`src/rtl/lsu_mem.sv`:
```
// Load/store unit M-stage memory sequencer: one outstanding access, lane-shifted stores,
// sign/zero-extended loads. Optional build macro MISALIGN_TRAP_EN traps misaligned accesses.
module lsu_mem (
  input  logic        clk,
  input  logic        rst,
  input  logic        mem_read_M,
  input  logic        mem_write_M,
  input  logic [2:0]  funct3_M,
  input  logic [63:0] alu_out_M,
  input  logic [63:0] rs2_data_M,
  output logic        waiting,
  output logic        dmem_req,
  output logic        dmem_we,
  output logic [63:0] dmem_addr,
  output logic [63:0] dmem_wdata,
  output logic [7:0]  dmem_wstrb,
  input  logic        dmem_gnt,
  input  logic        dmem_rvalid,
  input  logic [63:0] dmem_rdata,
  output logic [63:0] ld_data_W,
  output logic        ld_valid,
  output logic        misalign_exc
);

  localparam logic [1:0] IDLE = 2'd0;
  localparam logic [1:0] REQ  = 2'd1;
  localparam logic [1:0] RESP = 2'd2;
  localparam logic [1:0] DONE = 2'd3;

  logic [1:0]  state_q, state_d;
  logic [63:0] ld_data_q, ld_data_d;

  logic        access;
  logic        is_store;
  logic [2:0]  keep_mask;
  logic [7:0]  size_mask;
  logic [2:0]  offset;
  logic        trap;
  logic [63:0] rdata_shifted;
  logic [63:0] load_ext;

  // A simultaneous read and write is treated as a store.
  assign access   = mem_read_M | mem_write_M;
  assign is_store = mem_write_M;

  // keep_mask selects the address offset bits that are legal for the access size.
  always_comb begin
    keep_mask = 3'b111;
    size_mask = 8'h01;
    case (funct3_M[1:0])
      2'd0: begin keep_mask = 3'b111; size_mask = 8'h01; end
      2'd1: begin keep_mask = 3'b110; size_mask = 8'h03; end
      2'd2: begin keep_mask = 3'b100; size_mask = 8'h0F; end
      default: begin keep_mask = 3'b000; size_mask = 8'hFF; end
    endcase
  end

`ifdef MISALIGN_TRAP_EN
  logic misalign_q, misalign_d;

  assign offset = alu_out_M[2:0];
  assign trap   = |(alu_out_M[2:0] & ~keep_mask);
`else
  assign offset = alu_out_M[2:0] & keep_mask;
  assign trap   = 1'b0;
`endif

  assign dmem_addr  = {alu_out_M[63:3], 3'b000};
  assign dmem_we    = is_store;
  assign dmem_wdata = rs2_data_M << {offset, 3'b000};
  assign dmem_wstrb = size_mask << offset;

  assign rdata_shifted = dmem_rdata >> {offset, 3'b000};

  always_comb begin
    load_ext = rdata_shifted;
    case (funct3_M)
      3'd0:    load_ext = {{56{rdata_shifted[7]}},  rdata_shifted[7:0]};
      3'd1:    load_ext = {{48{rdata_shifted[15]}}, rdata_shifted[15:0]};
      3'd2:    load_ext = {{32{rdata_shifted[31]}}, rdata_shifted[31:0]};
      3'd4:    load_ext = {56'd0, rdata_shifted[7:0]};
      3'd5:    load_ext = {48'd0, rdata_shifted[15:0]};
      3'd6:    load_ext = {32'd0, rdata_shifted[31:0]};
      default: load_ext = rdata_shifted;
    endcase
  end

  always_comb begin
    state_d   = state_q;
    ld_data_d = ld_data_q;
`ifdef MISALIGN_TRAP_EN
    misalign_d = misalign_q;
`endif
    case (state_q)
      IDLE: begin
        if (access) begin
          if (trap) begin
            state_d = DONE;
          end else begin
            state_d = REQ;
          end
`ifdef MISALIGN_TRAP_EN
          misalign_d = trap;
`endif
        end
      end
      REQ: begin
        if (dmem_gnt) begin
          if (is_store) begin
            state_d = DONE;
          end else if (dmem_rvalid) begin
            // Response in the grant cycle skips RESP entirely.
            ld_data_d = load_ext;
            state_d   = DONE;
          end else begin
            state_d = RESP;
          end
        end
      end
      RESP: begin
        if (dmem_rvalid) begin
          ld_data_d = load_ext;
          state_d   = DONE;
        end
      end
      default: state_d = IDLE;
    endcase
  end

  always_ff @(posedge clk or posedge rst) begin
    if (rst) begin
      state_q   <= IDLE;
      ld_data_q <= 64'd0;
    end else begin
      state_q   <= state_d;
      ld_data_q <= ld_data_d;
    end
  end

`ifdef MISALIGN_TRAP_EN
  always_ff @(posedge clk or posedge rst) begin
    if (rst) begin
      misalign_q <= 1'b0;
    end else begin
      misalign_q <= misalign_d;
    end
  end

  assign misalign_exc = (state_q == DONE) & misalign_q;
`else
  assign misalign_exc = 1'b0;
`endif

  assign dmem_req  = (state_q == REQ);
  assign waiting   = ((state_q == IDLE) & access) | (state_q == REQ) | (state_q == RESP);
  assign ld_valid  = (state_q == DONE);
  assign ld_data_W = ld_data_q;

endmodule
```
`config.mk`:
```
export PLATFORM = sky130hd
export DESIGN_NAME = lsu_mem
export DESIGN_NICKNAME = d
export VERILOG_FILES = /design/src/rtl/lsu_mem.sv
export SDC_FILE = /design/constraint.sdc
export NUM_CORES = 1
export LEC_CHECK = 0
export ABC_AREA = 1
export BUFFER_PORTS_ARGS = -buffer_cell sky130_fd_sc_hd__buf_2
export CAP_MARGIN = 40
export CORE_ASPECT_RATIO = 0.6
export CORE_UTILIZATION = 23
export DETAILED_ROUTE_END_ITERATION = 10
export HOLD_SLACK_MARGIN = 0.02
export SYNTH_ARGS = -nofsm -noshare
export SYNTH_HDL_FRONTEND = slang
export SYNTH_SLANG_ARGS = --single-unit
export TNS_END_PERCENT = 50
```
`constraint.sdc`:
```
create_clock -name clk -period 1.9 [get_ports clk]
set_input_delay 0.19 -clock clk [delete_from_list [all_inputs] [get_ports clk]]
set_output_delay 0.19 -clock clk [all_outputs]
set_load 0.1 [all_outputs]
```
[After elaboration in Yosys (flattened, before gate mapping)]
Index checks and enable logic that the tools add are counted.
Word-level totals
  register bits after elaboration: 66
  input bits: 201
  output and inout port bits: 205
  word-level logic and storage cells: 43
Operators by class
  eq/ne operators: 14
  shift-type cells: 3
  mux-type cells: 13
  bitwise logic cells: 5
  reductions and logical operators: 6
Operator list (count)
  64-bit case mux with 6 select lines: 1
  64-bit two-way mux: 3
  64-bit case mux with 2 select lines: 1
  64-bit by 6-bit left shift with 64-bit output: 1
  64-bit by 6-bit right shift with 64-bit output: 1
  8-bit case mux with 3 select lines: 1
  3-bit equality test (second input constant): 3
  3-bit case mux with 3 select lines: 1
  8-bit by 3-bit left shift with 8-bit output: 1
  2-bit equality test (second input constant): 3
  2-bit two-way mux: 3
  2-bit inequality test (second input constant): 3
  2-bit case mux with 3 select lines: 1
  3-bit AND reduction: 2
  2-bit by 1-bit equality test with 1-bit output (second input constant): 2
  2-bit zero test: 2
  3-bit bitwise AND: 1
  3-bit by 1-bit equality test with 1-bit output (second input constant): 1
  3-bit by 2-bit equality test with 1-bit output (second input constant): 1
  3-bit zero test: 1
  1-bit bitwise OR: 3
  1-bit two-way mux: 2
  2-bit by 1-bit inequality test with 1-bit output (second input constant): 1
  2-bit nonzero test: 1
  1-bit bitwise AND: 1

[Logic depth before layout (Yosys ltp)]
Gate-level depths: netlist of run 1.
  word-level depth: 9
  mapped depth: 14

[Worst setup path after synthesis of run 1]
Ideal clock, no wire load.
  kind: input -> output
  start point: in funct3_M[1]
  end point: out dmem_wdata[0]
  data arrival time: 3862 ps
  required time: 1710 ps
  setup slack: -2152 ps
  cell stages on the path: 9
  path buffers: 3
  path through: buf_6 nor2_8 nand2_4 inv_2 buf_4 buf_2 nor2_1 inv_1 nor2_1
On the way
  longest elaborated chain between the ends: 4
  elaborated cells on any way between the ends: 6
Ends and longest elaborated chain
  from (decl): line 8  | input logic [2:0] funct3_M,
  2-bit equality test, or another cell as far along: line 50  | case (funct3_M[1:0])
  3-bit case mux with 3 select lines *: line 50
  3-bit bitwise AND *: line 64  | assign offset = alu_out_M[2:0] & keep_mask;
  64-bit by 6-bit left shift with 64-bit output *: line 70  | assign dmem_wdata = rs2_data_M << {offset, 3'b000};
  to (decl): line 15  | output logic [63:0] dmem_wdata,
Every way passes the cells marked *; elsewhere a longest branch is shown, timed or not.

[Worst setup path in the final report of run 1]
  start point: in funct3_M[1]
  end point: out dmem_wdata[63]
The elaborated chain is that of the path after synthesis.

==> implementation parameters, run 1 <==
Parameter                              Value

Status
  Outcome    finished with violations
  Violated checks    negative setup slack

Finish
  Growth of design area from synthesis to finish    73.8%
  Count of filler cells inserted in the layout    3068
  Combined flip-flop and latch cell area    between 0.0015 and 0.002 mm²
  Area of the multi-input gates    0.00486 mm²
  Summed area of non-filler cells in the final layout    between 0.01 and 0.015 mm²
  Final Net Count    1704
  Number of non-filler instances in the completed layout    1909
  Share of post-route cells with drive strength above 1    44.1%

Critical path
  Category of cells accounting for the largest share of critical-path delay    buffers and inverters
  Number of buffer and inverter stages on the critical path    4
  Slowest Stage Delay on Critical Path    0.32 ns
  Critical path class    in2out
  Slowest cell on the critical path    o211ai_1
  Kind of capture point of the worst setup path    output port
  Nature of the critical path startpoint    input port
  Worst path required time    between 1.5 and 2 ns
  Crit path max fanout    6
  Cell breakdown of the critical path    buf_12 > nor2_8 > nand2_8 > buf_16 > o21ai_4 > inv_2 > nand2_2 > o21ai_2 > o211ai_1 > clkbuf_16
  Worst EP arrival    1.74 ns

Placement
  Final Wtd Congestion    0.955
  Placed cell count    1850
  Instance area after placement    0.0110 mm²
  DPL Wire Length    between 20 and 30 mm
  Port Buffer Count    279

Clocking
  Count of H-tree levels built during CTS    3
  Worst-Skew Late Latency    0.36 ns
  Clock-pin slew reported for the worst setup and hold paths after clock tree synthesis    0.06 ns
  Clock tree from TritonCTS    yes
  CTS max path bufs    2
  Number of clock sinks seen by CTS    between 60 and 70
  Clock Root Buffer    clkbuf_16
  Clock buffers created by TritonCTS    9

Detailed routing
  Total vias in the final route    9157
  Routed WL    roughly 37 mm
  Remaining DRCs    0
  First drt pass iteration count    5
  Initial detailed-routing violation count    832
  Ratio of routed vias to standard cells    4.80
  Post-DRT Antenna Nets    0
  Routed wire length per instance    19.6 µm

Pwr
  Leak Pwr    6.13 nW
  Power Dens Cells    approximately 1400 mW/mm²
  Design Power    0.0171 W
  Worst voltage drop across the vdd grid    1410 µV

Logic synthesis
  Synth area leader    dfrtp_1
  Largest family of logic cells by synthesized area    simple AND/OR/NAND/NOR gates
  Adder and majority cell fraction of the synthesized area    less than 1%
  Number of synthesized flops with an enable pin    0
  Multiplexer share of the synthesized area    0.143%
  Syn Std Cell Area    0.00698 mm²
  Post-Syn Instances    ~1200
  Number of distinct library cells after synthesis    46
  Top post-synthesis cells by area    dfrtp_1, nand2_1, nor2_1
  Synth Area in Compound Gates    a little under a fifth
  Synthesized flop and latch total    66
  Most frequently used cell type in the post-synthesis netlist    nand2_1
  Share of the yosys chip area belonging to registers    roughly a quarter
  Most numerous cell types in the synthesized netlist    nand2_1, nor2_1, o21ai_0
  Post-Syn Area per Cell    roughly 6 µm²
  Share of flip-flops with an asynchronous set or reset after synthesis    100%
  Yosys warns    0
  Ys flop type    dfrtp_1
  Share of the synthesized netlist area taken by xor and xnor gates    0%
  Share of Yosys cell area claimed by the top area cell type    between 20% and 30%
  Post-Synth Simple-Gate Area    about two fifths

Global routing
  Largest net degree at the start of global routing    67
  Aggregate global-route resource usage    22.8%
  Sum of overflow across all layers after global routing    0
  Initial antenna violation count    5
  First-pass GRT wire length    52.1 mm
  Vias in the first global route    8349

Die
  Starting Density    approximately a quarter
  Die width    roughly 230 µm
  Vertical die dimension    137 µm
  Site Rows    between 40 and 50
  Core area    between 0.02 and 0.03 mm²
  Io pins    406
  Die area    0.0311 mm²

Timing
  Max_slew headroom    59.6%
  Portion of the clock cycle consumed by the worst path in the final layout    102%
  Unrepaired setup endpoints after global routing    yes
  Number of setup violations in the final report    2
  Final worst setup slack    -0.0336 ns
  Clock period minus final worst setup slack    approximately 1.9 ns
  Transition time at the pin with the least slew margin    0.599 ns
  Final Hold Vio Count    0
  Total negative setup slack    -0.0376 ns
  Peak clock frequency supported by timing    517 MHz
  Pins over their slew limit    0
  Final hold slack    0.221 ns
  Post-Route Skew    between 0.007 and 0.008 ns

Hold path
  Worst min path class    in2reg

Job
  # Max-Cap Violations    0
[repair_timing]
item,4_1_cts,5_1_grt
pin swaps,4,22
gates resized for setup,22,102
hold endpoints to repair,66,0
endpoints found under the setup margin,28,83
hold buffers,1,0
setup buffers,0,26
gates cloned,1,10
[layout make-up]
type,count,share of cell area [%]
repair buffers,466,36.2
clock inverters,7,0.567
inverters,107,3.51
flip-flops and latches,66,13.6
diodes,5,0.103
multi-input cells,849,40.0
clock buffers,9,1.86
well taps,400,4.12
[kinds of logic after synthesis]
family,count (synthesis)
and+or+nand+nor,634
buffers and inverters,248
AOI/OAI and AO/OA,205
DFF,66
adders and majority gates,4
muxes,1
other,1
[flip-flops by register name, indices dropped and copies added, names as in the netlist]
register   flops
ld_data_W     64
state_q        2
[tightest hold or removal path, delay by kind of cell]
kind | cells | cell delay (ns)
buffers and inverters | 1 | 0.11
AND/OR/NAND/NOR | 4 | 0.23
[metrics by stage]
stage          worst slack, ns  util (%)
2_1_floorplan           -0.907         -
3_3_place_gp            -0.104      37.5
3_5_place_dp            -0.116      37.5
4_1_cts               -0.00798      38.9
5_1_grt                -0.0804      41.4
6_report               -0.0336      41.4
[layer usage]
layer	GRT usage [%]	share of wire [%]	up-vias
li1	-	-	4362
met2	32.2	41	447
met5	0	0	-
met1	32.9	48	4325
met3	8.48	11	23
met4	3.65	0.87	0
[where the power goes]
part	internal (W)	leakage [nW]	switching (W)	total (W)
Sequential	0.00214	0.767	0.000391	0.00253
Clock	0.00101	0.142	0.000695	0.00171
Combinational	0.00310	5.23	0.00977	0.0129
Total	0.00625	6.13	0.0109	0.0171
[worst paths after layout]
path	cells after the start	start	slack, ns	endpoint
setup / recovery	10	funct3_M[1]	-0.03	dmem_wdata[63]
hold / removal	5	dmem_rdata[63]	0.22	ld_data_W[63]$_DFFE_PP0P_
setup reg to reg	11	state_q[1]$_DFFE_PP0P_	0	ld_data_W[61]$_DFFE_PP0P_
hold reg to reg	2	ld_data_W[7]$_DFFE_PP0P_	0.48	ld_data_W[7]$_DFFE_PP0P_
max in group asynchronous	4	rst	1.12	ld_data_W[55]$_DFFE_PP0P_
min in group asynchronous	4	rst	0.45	ld_data_W[8]$_DFFE_PP0P_
[cell usage in the layout (no fill, tap or decap), drive strengths merged, types with 2 or more instances in the layout]
cell type,count
clkbuf,18
diode,5
o22ai,9
a31oi,2
o31ai,2
conb,4
o221a,6
a21oi,19
a32o,5
dfrtp,66
o211ai,30
nor3,4
clkinvlp,3
buf,456
nor2,189
or2,6
a211oi,4
nand3,80
o21ai,107
inv,106
o221ai,11
clkinv,4
ha,4
o21bai,7
nand2,353
No activity file was read; power rests on OpenSTA's default activity.
==> run 2, diff against run 1 <==
--- a/config.mk
+++ b/config.mk
@@ -7,9 +7,9 @@
 export LEC_CHECK = 0
 export ABC_AREA = 1
 export BUFFER_PORTS_ARGS = -buffer_cell sky130_fd_sc_hd__buf_2
-export CAP_MARGIN = 40
 export CORE_ASPECT_RATIO = 0.6
 export CORE_UTILIZATION = 23
+export CTS_BUF_LIST = sky130_fd_sc_hd__clkbuf_4 sky130_fd_sc_hd__clkbuf_8
 export DETAILED_ROUTE_END_ITERATION = 10
 export HOLD_SLACK_MARGIN = 0.02
 export SYNTH_ARGS = -nofsm -noshare
==> run 2 against run 1 <==
The run still ends with negative setup slack left. Final area decreased by 1.6%. Clock skew increased by 0.0028 ns. Global-route usage decreased by 0.074 points. Critical endpoint is now ld_data_W[40]$_DFFE_PP0P_. Largest cell class unchanged. Largest power group unchanged.
==> implementation parameters, run 2 (synthesized netlist as in run 1, its figures left out) <==
Parameter                              Value

Pwr
  Leak Pwr    6.04 nW (was 6.13 nW)
  Worst voltage drop across the vdd grid    1410 µV (about the same)
  Power Dens Cells    1400 mW/mm² (was 1410 mW/mm²)

Die
  Vertical die dimension    137 µm (unchanged)
  Die width    227 µm (unchanged)
  Site Rows    48 (unchanged)
  Core area    0.0293 mm² (unchanged)
  Die area    0.0311 mm² (unchanged)
  Io pins    406 (unchanged)
  Starting Density    23.8% (unchanged)

Finish
  Flip-flop count of the largest register, all copies and words added    64 (unchanged)
  Leading cell type in the layout, fill and taps excluded    nand2_1 (unchanged)
  Summed area of non-filler cells in the final layout    0.0119 mm² (was 0.0121 mm²)
  Final Net Count    1697 (was 1704)
  Number of non-filler instances in the completed layout    1902 (was 1909)
  Most frequent cells in the layout    nand2_1, buf_2, buf_4 (unchanged)
  Share of post-route cells with drive strength above 1    43.2% (was 44.1%)
  Growth of design area from synthesis to finish    71.0% (was 73.8%)

Clocking
  Count of H-tree levels built during CTS    3 (unchanged)
  Clock buffers created by TritonCTS    9 (unchanged)
  Clock-pin slew reported for the worst setup and hold paths after clock tree synthesis    0.08 ns (was 0.06 ns)
  CTS max path bufs    2 (unchanged)
  Clock tree from TritonCTS    yes (unchanged)
  Worst-Skew Late Latency    0.38 ns (was 0.36 ns)
  Number of clock sinks seen by CTS    66 (unchanged)
  Clock Root Buffer    clkbuf_8 (was clkbuf_16)

Detailed routing
  Ratio of routed vias to standard cells    4.76 (was 4.80)
  Remaining DRCs    0 (unchanged)
  Total vias in the final route    9054 (was 9157)
  Routed wire length per instance    19.5 µm (was 19.6 µm)
  First drt pass iteration count    7 (was 5)
  Initial detailed-routing violation count    816 (was 832)
  Routed WL    37.0 mm (was 37.4 mm)
  Post-DRT Antenna Nets    0 (unchanged)

Placement
  Pre-CTS setup slack    -0.116 ns (unchanged)
  DPL Wire Length    29.4 mm (unchanged)
  Placed cell count    1850 (unchanged)
  Instance area after placement    0.0110 mm² (unchanged)
  Final Wtd Congestion    0.955 (unchanged)
  Port Buffer Count    279 (unchanged)

Timing
  Max_slew headroom    59.3% (was 59.6%)
  Final worst setup slack    -0.0200 ns (was -0.0336 ns)
  Transition time at the pin with the least slew margin    0.615 ns (was 0.599 ns)
  Peak clock frequency supported by timing    521 MHz (was 517 MHz)
  Final hold slack    0.209 ns (was 0.221 ns)
  Number of setup violations in the final report    6 (was 2)
  Portion of the clock cycle consumed by the worst path in the final layout    101% (was 102%)
  Pins over their slew limit    0 (unchanged)
  Unrepaired setup endpoints after global routing    yes (unchanged)
  Final Hold Vio Count    0 (unchanged)
  Post-Route Skew    0.0101 ns (was 0.00734 ns)
  Clock period minus final worst setup slack    1.92 ns (was 1.93 ns)

Global routing
  Initial antenna violation count    5 (unchanged)
  Sum of overflow across all layers after global routing    0 (unchanged)
  Largest net degree at the start of global routing    67 (unchanged)
  Aggregate global-route resource usage    22.7% (was 22.8%)
  Vias in the first global route    8340 (was 8349)
  First-pass GRT wire length    51.9 mm (was 52.1 mm)

Status
  Violated checks    negative setup slack (unchanged)
  Outcome    finished with violations (unchanged)

Critical path
  Critical path class    reg2reg (was in2out)
  Worst EP arrival    2.19 ns (was 1.74 ns)
  Worst path required time    2.17 ns (was 1.71 ns)
  Crit path max fanout    26 (was 6)
  Nature of the critical path startpoint    flop (was input port)
  Slowest Stage Delay on Critical Path    0.39 ns (was 0.32 ns)
  Slowest cell on the critical path    dfrtp_1 (was o211ai_1)
  Cell breakdown of the critical path    inv_2 > ha_4 > nand2_4 > inv_2 > nor4_4 > buf_6 > buf_12 > nand3_4 > buf_12 > nor2_1 > nor2_1 (was buf_12 > nor2_8 > nand2_8 > buf_16 > o21ai_4 > inv_2 > nand2_2 > o21ai_2 > o211ai_1 > clkbuf_16)
  Kind of capture point of the worst setup path    flop (was output port)

Job
  # Max-Cap Violations    0 (unchanged)

Hold path
  Worst min path class    in2reg (unchanged)
run 2: area by class of cell:
class | instances | area (µm²)
clock inverters | 7 | 68.8
repair buffers | 459 | 4320
flip-flops and latches | 66 | 1650
diodes | 5 | 12.5
inverters | 107 | 424
clock buffers | 9 | 124
fillers | 3087 | 17400
well taps | 400 | 500
multi-input cells | 849 | 4840
run 2: path summary, 6_finish.rpt:
kind                                     startpoint                   endpoint  slack (ns)  cells past startpoint
max reg2reg                  state_q[1]$_DFFE_PP0P_  ld_data_W[40]$_DFFE_PP0P_       -0.02                     11
max in group asynchronous                       rst  ld_data_W[47]$_DFFE_PP0P_        1.13                      4
min reg2reg                ld_data_W[7]$_DFFE_PP0P_   ld_data_W[7]$_DFFE_PP0P_        0.48                      2
min in group asynchronous                       rst   ld_data_W[8]$_DFFE_PP0P_        0.42                      4
min                                  dmem_rdata[63]  ld_data_W[63]$_DFFE_PP0P_        0.21                      5
max                          state_q[1]$_DFFE_PP0P_  ld_data_W[40]$_DFFE_PP0P_       -0.02                     11
run 2: stage by stage:
stage / power (W) / utilization, % / TNS, ns
final: 0.0167 / 40.7 / -0.0674
after floorplan: 0.0123 / - / -23.16
after detailed placement: 0.0148 / 37.5 / -1.49
after CTS: 0.0161 / 38.5 / -0.0107
after global placement: 0.0147 / 37.5 / -1.08
after global routing: 0.0175 / 40.7 / -3.09
run 2: repair_timing:
item / in CTS / in global routing
setup buffers: 0 / 19
gates resized for setup: 23 / 78
setup endpoints to repair: 30 / 83
hold buffers: 1 / 0
pin swaps: 4 / 17
hold endpoints to repair: 66 / 0
cloned: 1 / 10
run 2: where the power goes:
part	internal (W)	leakage [nW]	switching [W]	total [W]
Clock	0.000603	0.0954	0.000627	0.00123
Combinational	0.00319	5.18	0.00979	0.0130
Sequential	0.00214	0.767	0.000394	0.00253
Total	0.00593	6.04	0.0108	0.0167
run 2: critical path, delay by kind of cell, from the launching register on:
kind                     cells  cell delay (ns)
AND/OR/NAND/NOR              5             0.63
buffers and inverters        5             0.60
flip-flops                   1             0.39
adder cells (fa/ha/maj)      1             0.18
run 2: metal layers:
metal,vias up,track usage [%],routed length [µm]
li1,4338,-,-
met1,4282,32.8,17400
met2,412,32.2,15200
met3,22,8.65,4120
met4,0,2.98,261
met5,-,0,0
==> run 3, diff against run 2 <==
--- a/config.mk
+++ b/config.mk
@@ -7,7 +7,7 @@
 export LEC_CHECK = 0
 export ABC_AREA = 1
 export BUFFER_PORTS_ARGS = -buffer_cell sky130_fd_sc_hd__buf_2
-export CORE_ASPECT_RATIO = 0.6
+export CORE_ASPECT_RATIO = 1.5
 export CORE_UTILIZATION = 23
 export CTS_BUF_LIST = sky130_fd_sc_hd__clkbuf_4 sky130_fd_sc_hd__clkbuf_8
 export DETAILED_ROUTE_END_ITERATION = 10
==> run 3 against run 2 <==
The flow still finishes with violations (negative setup slack). Via count shrank 1.6%. Non-clock buffer count shrank 39. Combinational power shrank 4%. Die area is essentially flat. Highest routed layer is now met5.
==> implementation parameters, run 3 (synthesized netlist as in run 1, its figures left out) <==
Parameter                              Value

Global routing
  Largest net degree at the start of global routing    67 (unchanged)
  Aggregate global-route resource usage    23.1% (was 22.7%)
  First-pass GRT wire length    52.5 mm (was 51.9 mm)
  Sum of overflow across all layers after global routing    0 (unchanged)
  Initial antenna violation count    19 (was 5)
  Vias in the first global route    8576 (was 8340)

Detailed routing
  Initial detailed-routing violation count    472 (was 816)
  Post-DRT Antenna Nets    0 (unchanged)
  Remaining DRCs    0 (unchanged)
  Ratio of routed vias to standard cells    4.80 (was 4.76)
  Routed WL    36.8 mm (was 37.0 mm)
  Routed wire length per instance    19.8 µm (was 19.5 µm)
  First drt pass iteration count    5 (was 7)
  Total vias in the final route    8913 (was 9054)

Placement
  DPL Wire Length    29.6 mm (was 29.4 mm)
  Final Wtd Congestion    0.918 (was 0.955)
  Port Buffer Count    279 (unchanged)
  Instance area after placement    0.0108 mm² (was 0.0110 mm²)
  Pre-CTS setup slack    -0.125 ns (was -0.116 ns)

Pwr
  Worst voltage drop across the vdd grid    551 µV (was 1410 µV)
  Leak Pwr    5.85 nW (was 6.04 nW)
  Power Dens Cells    1390 mW/mm² (was 1400 mW/mm²)

Clocking
  Number of clock sinks seen by CTS    66 (unchanged)
  Worst-Skew Late Latency    0.37 ns (was 0.38 ns)
  Clock tree from TritonCTS    yes (unchanged)
  Clock buffers created by TritonCTS    9 (unchanged)
  CTS max path bufs    2 (unchanged)
  Clock Root Buffer    clkbuf_8 (unchanged)
  Clock-pin slew reported for the worst setup and hold paths after clock tree synthesis    0.07 ns (was 0.08 ns)
  Count of H-tree levels built during CTS    3 (unchanged)

Die
  Starting Density    23.5% (was 23.8%)
  Core area    0.0297 mm² (was 0.0293 mm²)
  Site Rows    77 (was 48)
  Vertical die dimension    215 µm (was 137 µm)
  Io pins    406 (unchanged)
  Die area    0.0311 mm² (about the same)
  Die width    144 µm (was 227 µm)

Timing
  Final hold slack    0.215 ns (was 0.209 ns)
  Number of setup violations in the final report    5 (was 6)
  Unrepaired setup endpoints after global routing    yes (unchanged)
  Pins over their slew limit    0 (unchanged)
  Max_slew headroom    60.6% (was 59.3%)
  Transition time at the pin with the least slew margin    0.595 ns (was 0.615 ns)
  Final worst setup slack    -0.0136 ns (was -0.0200 ns)
  Final Hold Vio Count    0 (unchanged)
  Post-Route Skew    0.0126 ns (was 0.0101 ns)
  Clock period minus final worst setup slack    1.91 ns (was 1.92 ns)
  Peak clock frequency supported by timing    523 MHz (was 521 MHz)
  Portion of the clock cycle consumed by the worst path in the final layout    101% (about the same)

Critical path
  Nature of the critical path startpoint    flop (unchanged)
  Startpoint of the worst-slack reg-to-reg timing path    state_q[0]$_DFFE_PP0P_ (was state_q[1]$_DFFE_PP0P_)
  Worst path required time    2.16 ns (was 2.17 ns)
  Worst r2r dst    ld_data_W[16]$_DFFE_PP0P_ (was ld_data_W[40]$_DFFE_PP0P_)
  Startpoint of the most critical setup path    state_q[0]$_DFFE_PP0P_ (was state_q[1]$_DFFE_PP0P_)
  Crit path max fanout    15 (was 26)
  Critical path class    reg2reg (unchanged)
  Worst EP arrival    2.18 ns (was 2.19 ns)
  CP endpoint    ld_data_W[16]$_DFFE_PP0P_ (was ld_data_W[40]$_DFFE_PP0P_)
  Setup slack on the worst flop-to-flop path    -0.01 ns (was -0.02 ns)
  Kind of capture point of the worst setup path    flop (unchanged)
  Number of cells on the worst reg-to-reg path    9 (was 11)

Finish
  Final Net Count    1658 (was 1697)
  Most frequent cells in the layout    nand2_1, buf_2, nor2_1 (was nand2_1, buf_2, buf_4)
  Flip-flop count of the largest register, all copies and words added    64 (unchanged)
  Growth of design area from synthesis to finish    66.2% (was 71.0%)
  Finished Core Util    39.1% (was 40.7%)
  Share of post-route cells with drive strength above 1    41.9% (was 43.2%)
  Leading cell type in the layout, fill and taps excluded    nand2_1 (unchanged)
  Summed area of non-filler cells in the final layout    0.0116 mm² (was 0.0119 mm²)

Job
  # Max-Cap Violations    0 (unchanged)

Hold path
  Worst min path class    in2reg (unchanged)

Status
  Violated checks    negative setup slack (unchanged)
  Outcome    finished with violations (unchanged)
run 3: layer usage:
metal	vias up	routed length (µm)	global-route usage [%]
met4	16	2850	17.0
met5	-	111	0
met2	372	18300	39.8
met1	4123	12800	24.4
li1	4254	-	-
met3	148	2800	4.99
run 3: worst min-delay path by stage:
stage / start / endpoint / depth (start not counted)
finish: dmem_rvalid / state_q[0]$_DFFE_PP0P_ / 4
global route: dmem_rvalid / state_q[0]$_DFFE_PP0P_ / 4
CTS: dmem_rdata[62] / ld_data_W[62]$_DFFE_PP0P_ / 5
detailed placement: rst / ld_data_W[22]$_DFFE_PP0P_ / 3
global placement: rst / state_q[1]$_DFFE_PP0P_ / 3
floorplan: dmem_rdata[56] / ld_data_W[56]$_DFFE_PP0P_ / 4
run 3: where the power goes:
group	switching (W)	internal [W]
logic	0.00960	0.00292
clock network	0.000560	0.000505
registers	0.000377	0.00214
run 3: stage by stage:
step	total power, W	std cells	setup TNS, ns
2_1_floorplan	0.0123	1162	-23.16
3_3_place_gp	0.0146	1811	-0.503
3_5_place_dp	0.0147	1811	-1.55
4_1_cts	0.0159	1832	-0.00154
5_1_grt	0.0168	1852	-1.59
6_report	0.0161	1856	-0.0396
run 3: worst max-delay path, cell delays in order, from the launching register on:
cell	delay (ns)
dfrtp_2	0.44
ha_4	0.19
nand2_4	0.06
inv_2	0.04
nor4_4	0.30
buf_12	0.18
nand3_4	0.18
clkbuf_16	0.25
nor2_1	0.11
nor2_1	0.05
run 3: layout make-up:
cell class	count	area, µm²
Clock buffer	11	145
Inverter	107	422
Tap cell	395	494
Fill cell	3194	18100
Clock inverter	3	17.5
Timing Repair Buffer	420	3980
Multi-Input combinational cell	849	4880
Sequential cell	66	1650
Antenna cell	5	12.5
run 3: repair_timing:
action                                  4_1_cts  5_1_grt
pin swaps                                     3       15
gates resized for setup                      17       93
gates cloned                                  1        5
hold buffers                                  1        0
hold endpoints to repair                     66        0
endpoints found under the setup margin       33       77
buffers inserted                              5       14
